`config.mk`:
```
export PLATFORM = sky130hd
export DESIGN_NAME = decode_nibble_alu_flat
export DESIGN_NICKNAME = d
export VERILOG_FILES = /design/src/rtl/decode_nibble_alu_if.sv /design/src/rtl/decode_nibble_alu.sv /design/src/flat_wrapper.sv
export SDC_FILE = /design/constraint.sdc
export NUM_CORES = 1
export LEC_CHECK = 0
export CORE_MARGIN = 2
export CORE_UTILIZATION = 39
export DETAILED_ROUTE_END_ITERATION = 12
export PLACE_DENSITY = 0.93
export SLEW_MARGIN = 25
export SYNTH_ARGS = -nofsm -noshare
export SYNTH_HDL_FRONTEND = slang
export SYNTH_SLANG_ARGS = --single-unit
```
`constraint.sdc`:
```
create_clock -name clk -period 4.41 [get_ports clk]
set_input_delay 0.882 -clock clk [delete_from_list [all_inputs] [get_ports clk]]
set_output_delay 0.882 -clock clk [all_outputs]
set_load 0.05 [all_outputs]
```
`src/rtl/decode_nibble_alu_if.sv`:
```
// Request/result bundle between the control FSM (master) and the nibble-serial adder (slave).
interface decode_nibble_alu_if;
    logic        loop_perm_to_count;
    logic [2:0]  loop_nibbles_number;
    logic        word2_is_signed_and_negative;
    logic [31:0] word1;
    logic [31:0] word2;
    logic [31:0] preinit_result;
    logic [31:0] result;
    logic        busy;
    logic [3:0]  ctrl;

    modport master (
        output loop_perm_to_count, loop_nibbles_number, word2_is_signed_and_negative,
        output word1, word2, preinit_result,
        input  result, busy, ctrl
    );

    modport slave (
        input  loop_perm_to_count, loop_nibbles_number, word2_is_signed_and_negative,
        input  word1, word2, preinit_result,
        output result, busy, ctrl
    );
endinterface

```
`src/rtl/decode_nibble_alu.sv`:
```
// RV32I instruction field decode plus a 4-bit-per-clock serial adder with early termination.
module decode_nibble_alu (
    input  logic                       clk,
    input  logic                       rst,
    input  logic [31:0]                i_instr,
    output logic [6:0]                 o_opcode,
    output logic [4:0]                 o_rd,
    output logic [4:0]                 o_rs1,
    output logic [4:0]                 o_rs2,
    output logic [2:0]                 o_funct3,
    output logic [11:0]                o_imm12,
    output logic [19:0]                o_imm20,
    output logic [23:0]                o_imm_jump,
    decode_nibble_alu_if.slave         bus
);
    localparam logic [6:0] OPC_STORE = 7'b0100011;

    // Purely combinational decode
    assign o_opcode   = i_instr[6:0];
    assign o_rd       = i_instr[11:7];
    assign o_rs1      = i_instr[19:15];
    assign o_rs2      = i_instr[24:20];
    assign o_funct3   = i_instr[14:12];
    assign o_imm12    = (i_instr[6:0] == OPC_STORE) ? {i_instr[31:25], i_instr[11:7]}
                                                     : i_instr[31:20];
    assign o_imm20    = i_instr[31:12];
    assign o_imm_jump = {{3{i_instr[31]}}, i_instr[31], i_instr[19:12], i_instr[20],
                         i_instr[30:21], 1'b0};

    logic [31:0] r_result;
    logic [2:0]  r_idx;
    logic        r_carry;
    logic        r_done;

    logic [4:0]  w_bit;
    logic [3:0]  w_nib1;
    logic [3:0]  w_nib2;
    logic [4:0]  w_sum;
    logic        w_final;
    logic [31:0] w_next_result;

    // Nibbles of word2 beyond the selected field come from the extension fill
    function automatic logic [3:0] word2_nibble(input logic [31:0] w2, input logic [2:0] idx,
                                                input logic [2:0] last, input logic neg);
        logic [3:0] nib;
        nib = w2[{idx, 2'b00} +: 4];
        return (idx <= last) ? nib : {4{neg}};
    endfunction

    always_comb begin
        w_bit   = {r_idx, 2'b00};
        w_nib1  = bus.word1[w_bit +: 4];
        w_nib2  = word2_nibble(bus.word2, r_idx, bus.loop_nibbles_number,
                               bus.word2_is_signed_and_negative);
        w_sum   = {1'b0, w_nib1} + {1'b0, w_nib2} + {4'b0000, r_carry};
        w_final = (r_idx == 3'd7) ||
                  ((r_idx >= bus.loop_nibbles_number) && !bus.word2_is_signed_and_negative &&
                   !w_sum[4]);
        w_next_result = r_result;
        w_next_result[w_bit +: 4] = w_sum[3:0];
        // With no pending carry and zero fill, the remaining sum nibbles equal word1's
        if (w_final) begin
            for (int j = 0; j < 8; j++) begin
                if (j > int'(r_idx)) begin
                    w_next_result[4*j +: 4] = bus.word1[4*j +: 4];
                end
            end
        end
    end

    always_ff @(posedge clk or posedge rst) begin
        if (rst) begin
            r_result <= '0;
            r_idx    <= '0;
            r_carry  <= 1'b0;
            r_done   <= 1'b0;
        end else if (!bus.loop_perm_to_count) begin
            r_result <= bus.preinit_result;
            r_idx    <= '0;
            r_carry  <= 1'b0;
            r_done   <= 1'b0;
        end else if (!r_done) begin
            r_result <= w_next_result;
            r_carry  <= w_sum[4];
            r_idx    <= w_final ? 3'd0 : r_idx + 3'd1;
            r_done   <= w_final;
        end
    end

    assign bus.result = r_result;
    assign bus.busy   = bus.loop_perm_to_count & ~r_done;
    assign bus.ctrl   = {r_carry, r_idx};
endmodule

```
`src/flat_wrapper.sv`:
```
// flat-port wrapper written by rule: the top's interface ports become plain ports
module decode_nibble_alu_flat 
  (clk, rst, i_instr, o_opcode, o_rd, o_rs1, o_rs2, o_funct3, o_imm12, o_imm20, o_imm_jump, bus_loop_perm_to_count, bus_loop_nibbles_number, bus_word2_is_signed_and_negative, bus_word1, bus_word2, bus_preinit_result, bus_result, bus_busy, bus_ctrl);
  decode_nibble_alu_if bus_i ();
  input  logic clk;
  input  logic rst;
  input  logic [31:0] i_instr;
  output logic [6:0] o_opcode;
  output logic [4:0] o_rd;
  output logic [4:0] o_rs1;
  output logic [4:0] o_rs2;
  output logic [2:0] o_funct3;
  output logic [11:0] o_imm12;
  output logic [19:0] o_imm20;
  output logic [23:0] o_imm_jump;
  input wire logic [$bits(bus_i.loop_perm_to_count)-1:0] bus_loop_perm_to_count;
  input wire logic [$bits(bus_i.loop_nibbles_number)-1:0] bus_loop_nibbles_number;
  input wire logic [$bits(bus_i.word2_is_signed_and_negative)-1:0] bus_word2_is_signed_and_negative;
  input wire logic [$bits(bus_i.word1)-1:0] bus_word1;
  input wire logic [$bits(bus_i.word2)-1:0] bus_word2;
  input wire logic [$bits(bus_i.preinit_result)-1:0] bus_preinit_result;
  output wire logic [$bits(bus_i.result)-1:0] bus_result;
  output wire logic [$bits(bus_i.busy)-1:0] bus_busy;
  output wire logic [$bits(bus_i.ctrl)-1:0] bus_ctrl;
  assign bus_i.loop_perm_to_count = bus_loop_perm_to_count;
  assign bus_i.loop_nibbles_number = bus_loop_nibbles_number;
  assign bus_i.word2_is_signed_and_negative = bus_word2_is_signed_and_negative;
  assign bus_i.word1 = bus_word1;
  assign bus_i.word2 = bus_word2;
  assign bus_i.preinit_result = bus_preinit_result;
  assign bus_result = bus_i.result;
  assign bus_busy = bus_i.busy;
  assign bus_ctrl = bus_i.ctrl;
  decode_nibble_alu u_core (.clk(clk), .rst(rst), .i_instr(i_instr), .o_opcode(o_opcode), .o_rd(o_rd), .o_rs1(o_rs1), .o_rs2(o_rs2), .o_funct3(o_funct3), .o_imm12(o_imm12), .o_imm20(o_imm20), .o_imm_jump(o_imm_jump), .bus(bus_i));
endmodule
```
Word level (Yosys, flattened, before mapping)
Cells that the tools add are included.
- input bits: 135
- bits in registers: 37
- output and inout port bits: 118
- word-level logic and storage cells: 51
- equality and inequality tests: 3
- reductions and logical operators: 5
- $add $sub $neg: 4
- order comparisons: 9
- bitwise gates (word level): 2
- shifts and indexed selects: 4
- multiplexer cells: 20
- operators with widths (cell ; number):
    $mux 32 ; 2
    $shiftx 32x6->4 ; 2
    $bwmux 32 ; 1
    $mux 4 ; 8
    $shift 4x7->32 const A ; 1
    $shiftx 4x7->32 ; 1
    $mux 28 ; 1
    $gt 3x3->1 const A ; 4
    $mux 3 ; 3
    $eq 7x6->1 const B ; 1
    $neg 5->7 ; 1
    $gt 2x3->1 const A ; 2
    $add 4x4->5 ; 1
    $add 5x1->5 ; 1
    $mux 5 ; 1
    $mux 1 ; 4
    $add 3x1->3 const B ; 1
    $eq 3x3->1 const B ; 1
    $ge 3x3->1 ; 1
    $gt 1x3->1 const A ; 1
    $le 3x3->1 ; 1
    $logic_and 1x1->1 ; 2
    $logic_not 1->1 ; 2
    $ne 2x2->1 const B ; 1
    3 further kinds ; 3

Depth between registers and ports, before layout
- word-level depth: 10
- gate-level depth with buffers: 18
- depth with buffers taken out: 15

Worst setup path after synthesis
No wires, ideal clock.
- path type: register -> register
- from: register u_core.r_idx[0]
- to: register u_core.r_result[18] (netlist: u_core.bus.result[18])
- data required time: 4.284 ns
- arrival time: 3.847 ns
- clock period less this slack: 3.974 ns
- cell stages (with the launch flop): 18
- setup slack: 0.436 ns
- library setup time: 0.126 ns
- path through: dfrtp_1 -> buf_4 -> inv_2 -> ha_1 -> inv_1 -> a21o_1 -> a21oi_1 -> a31oi_1 -> mux2i_1 -> fa_1 -> inv_1 -> fa_1 -> nand3_1 -> and3_1 -> buf_2 -> o2111a_1 -> nor3_1 -> a311o_1
- cells in the longest elaborated chain, start to end: 10
- elaborated cells on any way between the ends: 21
- classes of those cells: add/sub (3); order compare (3); eq/ne (1); shift (4); mux (6); reduce/logical (4)
- RTL lines (element ; line ; RTL):
    start, declared ; decode_nibble_alu.sv:31 ; logic [2:0] r_idx;
    start signal, assigned ; decode_nibble_alu.sv:85 ; r_idx <= w_final ? 3'd0 : r_idx + 3'd1;
    $shiftx 32x6->4 / $le 3x3->1 (equally long branches) ; decode_nibble_alu.sv:46, decode_nibble_alu.sv:47 ;
    $mux 4 ; decode_nibble_alu.sv:47 ; return (idx <= last) ? nib : {4{neg}};
    $add 4x4->5 ; decode_nibble_alu.sv:55 ; w_sum = {1'b0, w_nib1} + {1'b0, w_nib2} + {4'b0000, r_carry};
    $add 5x1->5 ; decode_nibble_alu.sv:55 ;
    $shiftx 4x7->32 / $logic_not 1->1 (equally long branches) ; decode_nibble_alu.sv:60, decode_nibble_alu.sv:58 ;
    $bwmux 32 / $logic_and 1x1->1 (equally long branches) ; decode_nibble_alu.sv:60, decode_nibble_alu.sv:57 ;
    $mux 4 / $logic_or 1x1->1 (equally long branches) ; decode_nibble_alu.sv:64, decode_nibble_alu.sv:56 ;
    $mux 28 * ; decode_nibble_alu.sv:62 ; if (w_final) begin
    $mux 32 * ; decode_nibble_alu.sv:82 ; end else if (!r_done) begin
    $mux 32 * ; decode_nibble_alu.sv:77 ; end else if (!bus.loop_perm_to_count) begin
    end signal, assigned ; decode_nibble_alu.sv:78 ; r_result <= bus.preinit_result;
    end signal, assigned ; decode_nibble_alu.sv:83 ; r_result <= w_next_result;
    end, declared ; decode_nibble_alu.sv:30 ; logic [31:0] r_result;
Mark *: on every way between the ends. The rest lies on a longest branch, timed or not. The select of a mux whose other input is x is not followed.
A chain may end at the register's enable or synchronous reset.

Final worst setup path
- from: input bus_loop_nibbles_number[1]
- to: register u_core.r_result[15] (netlist: u_core.bus.result[15])
- cells in the longest elaborated chain, start to end: 10
- elaborated cells on any way between the ends: 15
- classes of those cells: add/sub (2); order compare (2); shift (1); mux (6); reduce/logical (4)
- RTL lines (element ; line ; RTL):
    start, declared ; flat_wrapper.sv:17 ; input wire logic [$bits(bus_i.loop_nibbles_number)-1:0] bus_loop_nibbles_number;
    $le 3x3->1 ; decode_nibble_alu.sv:47 ;
    $mux 4 ; decode_nibble_alu.sv:47 ;
    $add 4x4->5 ; decode_nibble_alu.sv:55 ;
    $add 5x1->5 ; decode_nibble_alu.sv:55 ;
    $shiftx 4x7->32 / $logic_not 1->1 (equally long branches) ; decode_nibble_alu.sv:60, decode_nibble_alu.sv:58 ;
    $bwmux 32 / $logic_and 1x1->1 (equally long branches) ; decode_nibble_alu.sv:60, decode_nibble_alu.sv:57 ;
    $mux 4 / $logic_or 1x1->1 (equally long branches) ; decode_nibble_alu.sv:64, decode_nibble_alu.sv:56 ;
    $mux 28 * ; decode_nibble_alu.sv:62 ;
    $mux 32 * ; decode_nibble_alu.sv:82 ;
    $mux 32 * ; decode_nibble_alu.sv:77 ;
Marks and branches as above.

==> results.md <==
- Outcome: finished, final reports clean
- Core area: 10400 µm²
- Post-synth EDFFs: 0
- Netlist Area Pre-Place: 4180 µm²
- Cell count after synthesis: 499
- Clock Pin Slew Worst Setup and Hold Paths: 0.09 ns
- Worst Path Arrival: 4.32 ns
- Final setup fails: 0
- Most common flop cell mapped by yosys: dfrtp_1
- Total wire length: 14700 µm
- Synth unique cells: 57
- Worst Path Required: 4.59 ns
- Crit-path max cell delay: 0.66 ns
- Worst Setup Start Kind: input pin
- First-pass GRT wire length: 22400 µm
- #FFs+latches synth: 37
- Setup bufs post-CTS: 0
- Worst Setup End Kind: flop
- Design Area, Final: 5740 µm²
- Largest net degree at the start of global routing: 69
- Antenna violations before repair: 0
- Initial Utilization: 0.403
- # resized after CTS: 0
- Max IR drop VDD: 0.314 mV
- PD cells: 629 nW/µm²
- Family with the most delay on the worst path: compound AO/OA/AOI/OAI gates
- Vias: 4129
- DP HPWL: 11400 µm
- CP bufs+invs: 3
- Max Clk Rate: 241 MHz
- Port bufs: 188
- Yosys warns: 0
- Post-layout nets: 754
- Setup TNS: 0 ns
- Layout area overhead: 37.2%
- Unrepaired setup endpoints after global routing: false
- Crit path max fanout: 14
- Max Root-Sink Buffers: 2
- Final hold vios: 0
- Ys async rst share: 1.00
- Slew HR: 0.393
- Fin. max-slew vios: 0
- Antenna violation net count after detailed routing: 0
- Antenna diodes: 0
- Post-synth net total: 650
- Site Rows: 37
- Share of cells above drive strength 1: 0.126
- Mean Syn Cell Area: 8.38 µm²
- Placed cell areas: 5640 µm²
- Full die area: 11600 µm²
- Tcrit/Tclk final: 0.941
- Final core occ: 0.553
- Slowest cell on the critical path: a31oi_2
- DIE HEIGHT: 108 µm
- Clock root cell: clkbuf_8
- Chip width: 108 µm
- Remaining routing DRC violations: 0
- Least-Margin Pin Slew: 0.896 ns
- CTS tree: yes
- Clock sink count: 37
- GR Overflow Total: 0
- Worst hold path class: reg2reg
- Io pins: 253
- Vias per inst: 5.58
- Post-CTS Hold Fix Bufs: 0
- H-tree Lvls: 2
- Worst Path Class, Setup: in2reg
- CTS buffer count: 5
- TritonRoute pass-1 iters: 5
- Min Tclk post-route: 4.15 ns
- Clk_skew: 0.0108 ns
- GPL Wtd Cong: 0.888
- Wire per inst: 19.8 µm
- Skew-Pair Late Insertion Delay: 0.30 ns
- # Max-Cap Violations: 0
- Seq/Total Area, Yosys: 0.221
- Iter 0 DRT Violations: 244
- Gr usage total: 0.250
- Vias in the first global route: 4172
- Leak: 2.39 nW
- Critical Path, Cell by Cell: clkdlybuf4s50_1, inv_1, ha_1, a21o_1, a21oi_1, a31oi_1, mux2i_1, fa_1, inv_1, fa_1, nand3_1, and3_1, a31oi_2, o311a_1, o31ai_2
[worst reg2reg max path, cell delays in order (launching register included)]
cell and delay [ns]:
dfrtp_2 0.55, buf_4 0.36, mux4_2 0.57, mux2i_1 0.23
fa_1 0.23, inv_1 0.06, fa_1 0.39, nand3_1 0.10
and3_1 0.26, buf_4 0.17, a21o_1 0.32, a221oi_1 0.15
o31ai_1 0.21
[where the power goes]
group	leakage, nW	switching (W)	total [W]	internal (W)
combinational	1.91	0.00168	0.00275	0.00107
sequential	0.431	0.000129	0.000596	0.000467
clock	0.0512	0.000141	0.000268	0.000127
[cell usage after synthesis (5+ instances only)]
| cell | count | area share |
|---|---|---|
| nand2_1 | 82 | 0.074 |
| buf_4 | 79 | 0.14 |
| o21ai_0 | 49 | 0.059 |
| dfrtp_1 | 37 | 0.22 |
| mux2i_1 | 29 | 0.069 |
| nor2_1 | 18 | 0.016 |
| a21oi_1 | 16 | 0.019 |
| clkbuf_1 | 16 | 0.014 |
| mux4_2 | 16 | 0.086 |
| mux2_2 | 15 | 0.040 |
| ha_1 | 14 | 0.042 |
| inv_1 | 12 | 0.011 |
| buf_2 | 10 | 0.012 |
| nand3_1 | 9 | 0.011 |
| nor3_1 | 6 | 0.0072 |
| o31ai_1 | 6 | 0.011 |
| or3_1 | 5 | 0.0075 |
[sequential cells by signal, indices dropped and copies added, names as in the netlist]
name / cells
u_core.bus.result: 32
u_core.r_idx: 3
u_core.r_carry: 1
u_core.r_done: 1
[through the flow]
stage	power, W	hold WS (ns)	setup slack [ns]	cells
finish	0.00361	0.565	0.261	740
global route	0.00380	0.620	0.0598	740
CTS	0.00359	0.564	0.302	740
detailed placement	0.00331	0.553	-0.0130	732
global placement	0.00327	0.554	0.106	732
floorplan	0.00247	0.524	0.436	499
[per-layer routing]
metal | GRT usage | share of wire | vias up
met5 | 0 | 0 | -
met4 | 0.0714 | 0.022 | 0
met3 | 0.0442 | 0.080 | 36
met2 | 0.436 | 0.50 | 231
met1 | 0.315 | 0.40 | 1963
li1 | - | - | 1899
[logic make-up after synthesis]
| group | Yosys count | synth area share |
|---|---|---|
| flops | 37 | 0.221 |
| other cells | 1 | 0.000896 |
| simple gates | 156 | 0.183 |
| fa+ha+maj | 16 | 0.0514 |
| xor+xnor | 1 | 0.00209 |
| compound gates | 108 | 0.164 |
| mux | 60 | 0.196 |
| buf+inv | 120 | 0.182 |
[cells in the final DEF (no fill, tap or decap), types with 4 or more instances in the layout]
cell type	count
nor3b_1	4
nor3_1	6
o31ai_1	6
a21boi_0	4
o311a_1	4
a21oi_1	16
clkbuf_8	6
mux2_2	15
inv_1	12
mux4_2	16
nand3_1	9
nand3b_1	4
o21ai_0	49
clkdlybuf4s50_1	181
nor2_1	18
mux2i_1	29
nand2b_1	4
nand2_1	82
dfrtp_1	36
ha_1	14
or3_1	5
and2_1	4
buf_4	20
[final cells by class]
class	instances	area, µm²
Tap cell	136	170
Multi-Input combinational cell	342	2510
Inverter	14	52.6
Clock buffer	6	82.6
Fill cell	961	4630
Sequential cell	37	927
Timing Repair Buffer	203	1990
Clock inverter	2	13.8
[path summary, 6_finish.rpt]
kind | start | endpoint | slack, ns | depth (start not counted)
min in group asynchronous | rst | u_core.bus.result[12] | 1.01 | 3
min reg2reg | u_core.r_carry | u_core.r_carry | 0.57 | 2
max | bus_loop_nibbles_number[1] | u_core.bus.result[15] | 0.26 | 15
min | u_core.r_carry | u_core.r_carry | 0.57 | 2
max reg2reg | u_core.r_idx[0] | u_core.bus.result[23] | 0.71 | 12
max in group asynchronous | rst | u_core.r_idx[0] | 3.00 | 3
Power figures use the tool's default switching activity.
==> patch: new RTL, config.mk and constraints unchanged <==
Reset style: synchronous (`rst`), changed in one clocked block.
--- a/src/rtl/decode_nibble_alu.sv
+++ b/src/rtl/decode_nibble_alu.sv
@@ -68,7 +68,7 @@
         end
     end
 
-    always_ff @(posedge clk or posedge rst) begin
+    always_ff @(posedge clk) begin
         if (rst) begin
             r_result <= '0;
             r_idx    <= '0;
Function: differs if rst is asserted again (counterexample within 4 cycles, from zero or initial values and one cycle with rst high); with rst held inactive, the same outputs for 4 cycles.
==> patch against the unedited design <==
Design area fell by 2.7%; core utilization fell by 0.49 points; routed wire length fell by 3.5%; synthesized area fell by 3.5%; sequential cell count did not move; setup slack got worse by 0.013 ns.
Power is not compared: it rests on default switching activity, and its combinational part moved more than twofold at a synthesized area within 25%.
==> patch: results <==
[power]
power_density_mw_per_mm2 = 251
p_comb_share_pct = 50.4
leakage_nw = 2.08

[global_routing]
grt_max_degree = 64
grt_pass1_vias = 4187
grt_pass1_wl_um = 21700
grt_overflow = 0
gr-usage-all-layers_pct = 24.4

[place]
hpwl_um = 11000
place_area_sq_mm = 0.00547
place_congestion = 0.932

[yosys]
ys_top_cells_by_count = "78 x buf_4, 37 x dfxtp_1, 33 x a31oi_1"
synthArstFlopShare_pct = 0
yosys_most_used_dff = "dfxtp_1"
synth_compound_area_share_pct = 21.0
synthAdderAreaFrac_pct = 5.33
synth_xor_xnor_area_share_pct = 0.434
syn-num-nets = 633
yosys-top-cells-area = "dfxtp_1 18%, buf_4 14%, mux4_2 8.9%, a31oi_1 5.1%, mux2_2 4.7%"
synthMuxAreaShare_pct = 18.1
synth-seq-area-share_pct = 18.3
synth_cell_types = 58

[worst_setup_path]
r2r_start = "u_core.r_idx[0]"
crit_arrival_ns = 4.34
cpMaxStageDelayCell = "clkdlybuf4s50_1"
critical-path-max-stage-delay_ns = 0.46
cp_max_fo = 5
worstReg2RegEnd = "u_core.bus.result[27]"
reg2reg_setup_slack_ns = 0.55
rr_worst_depth = 16

[timing]
relSlewSlack_pct = 38.2
fin_skew_ns = 0.00798

[final_layout]
drive_gt1_share_pct = 12.6
multi_input_area_sq_mm = 0.00256
buffer_area_share_pct = 35.3
ff_latch_area_sq_um = 741
inverters = 9
fill_cells = 945
fin_nets = 735
clock_cell_area_share_pct = 2.06
multi_input_gates = 329
buffers_excl_clock = 202

[drt]
avgViaCountPerCell = 5.86
drt-initial-drc-count = 307
wl_met2_um = 7020
wl_met3_um = 1190
wl_met1_um = 5450
wl_um = 14200
first_pass_iters = 6

[min_path]
min-delay-start = "u_core.bus.result[1]"
hold_path.class = "register to register"
min_to = "u_core.bus.result[1]"

[cts]
post_cts_buffers = 0
cts_made_buffers = 5

[outcome]
status = "finished, final reports clean"
[patch: cell count changes after synthesis, moves of 12 or more]
cell / delta
nand2_1: -54
dfrtp_1: -37
dfxtp_1: +37
o21ai_0: -33
a31oi_1: +30
nor2b_1: +27
o22ai_1: +21
nor2_1: +12
[patch: metrics by stage]
step | power (W) | setup TNS, ns | instances | hold slack [ns] | setup slack, ns
5_1_grt | 0.00146 | 0 | 721 | 0.550 | 0.0732
6_report | 0.00140 | 0 | 721 | 0.508 | 0.248
4_1_cts | 0.00140 | 0 | 721 | 0.509 | 0.190
3_3_place_gp | 0.00108 | 0 | 713 | 0.476 | 0.0410
3_5_place_dp | 0.00109 | -0.742 | 713 | 0.498 | -0.132
2_1_floorplan | 0.000936 | 0 | 482 | 0.497 | 0.301
[patch: routing by layer]
layer | up-vias | global-route usage, %
met5 | - | 0
met4 | 0 | 10.6
met3 | 49 | 4.51
met2 | 279 | 41.7
met1 | 1980 | 29.7
li1 | 1917 | -
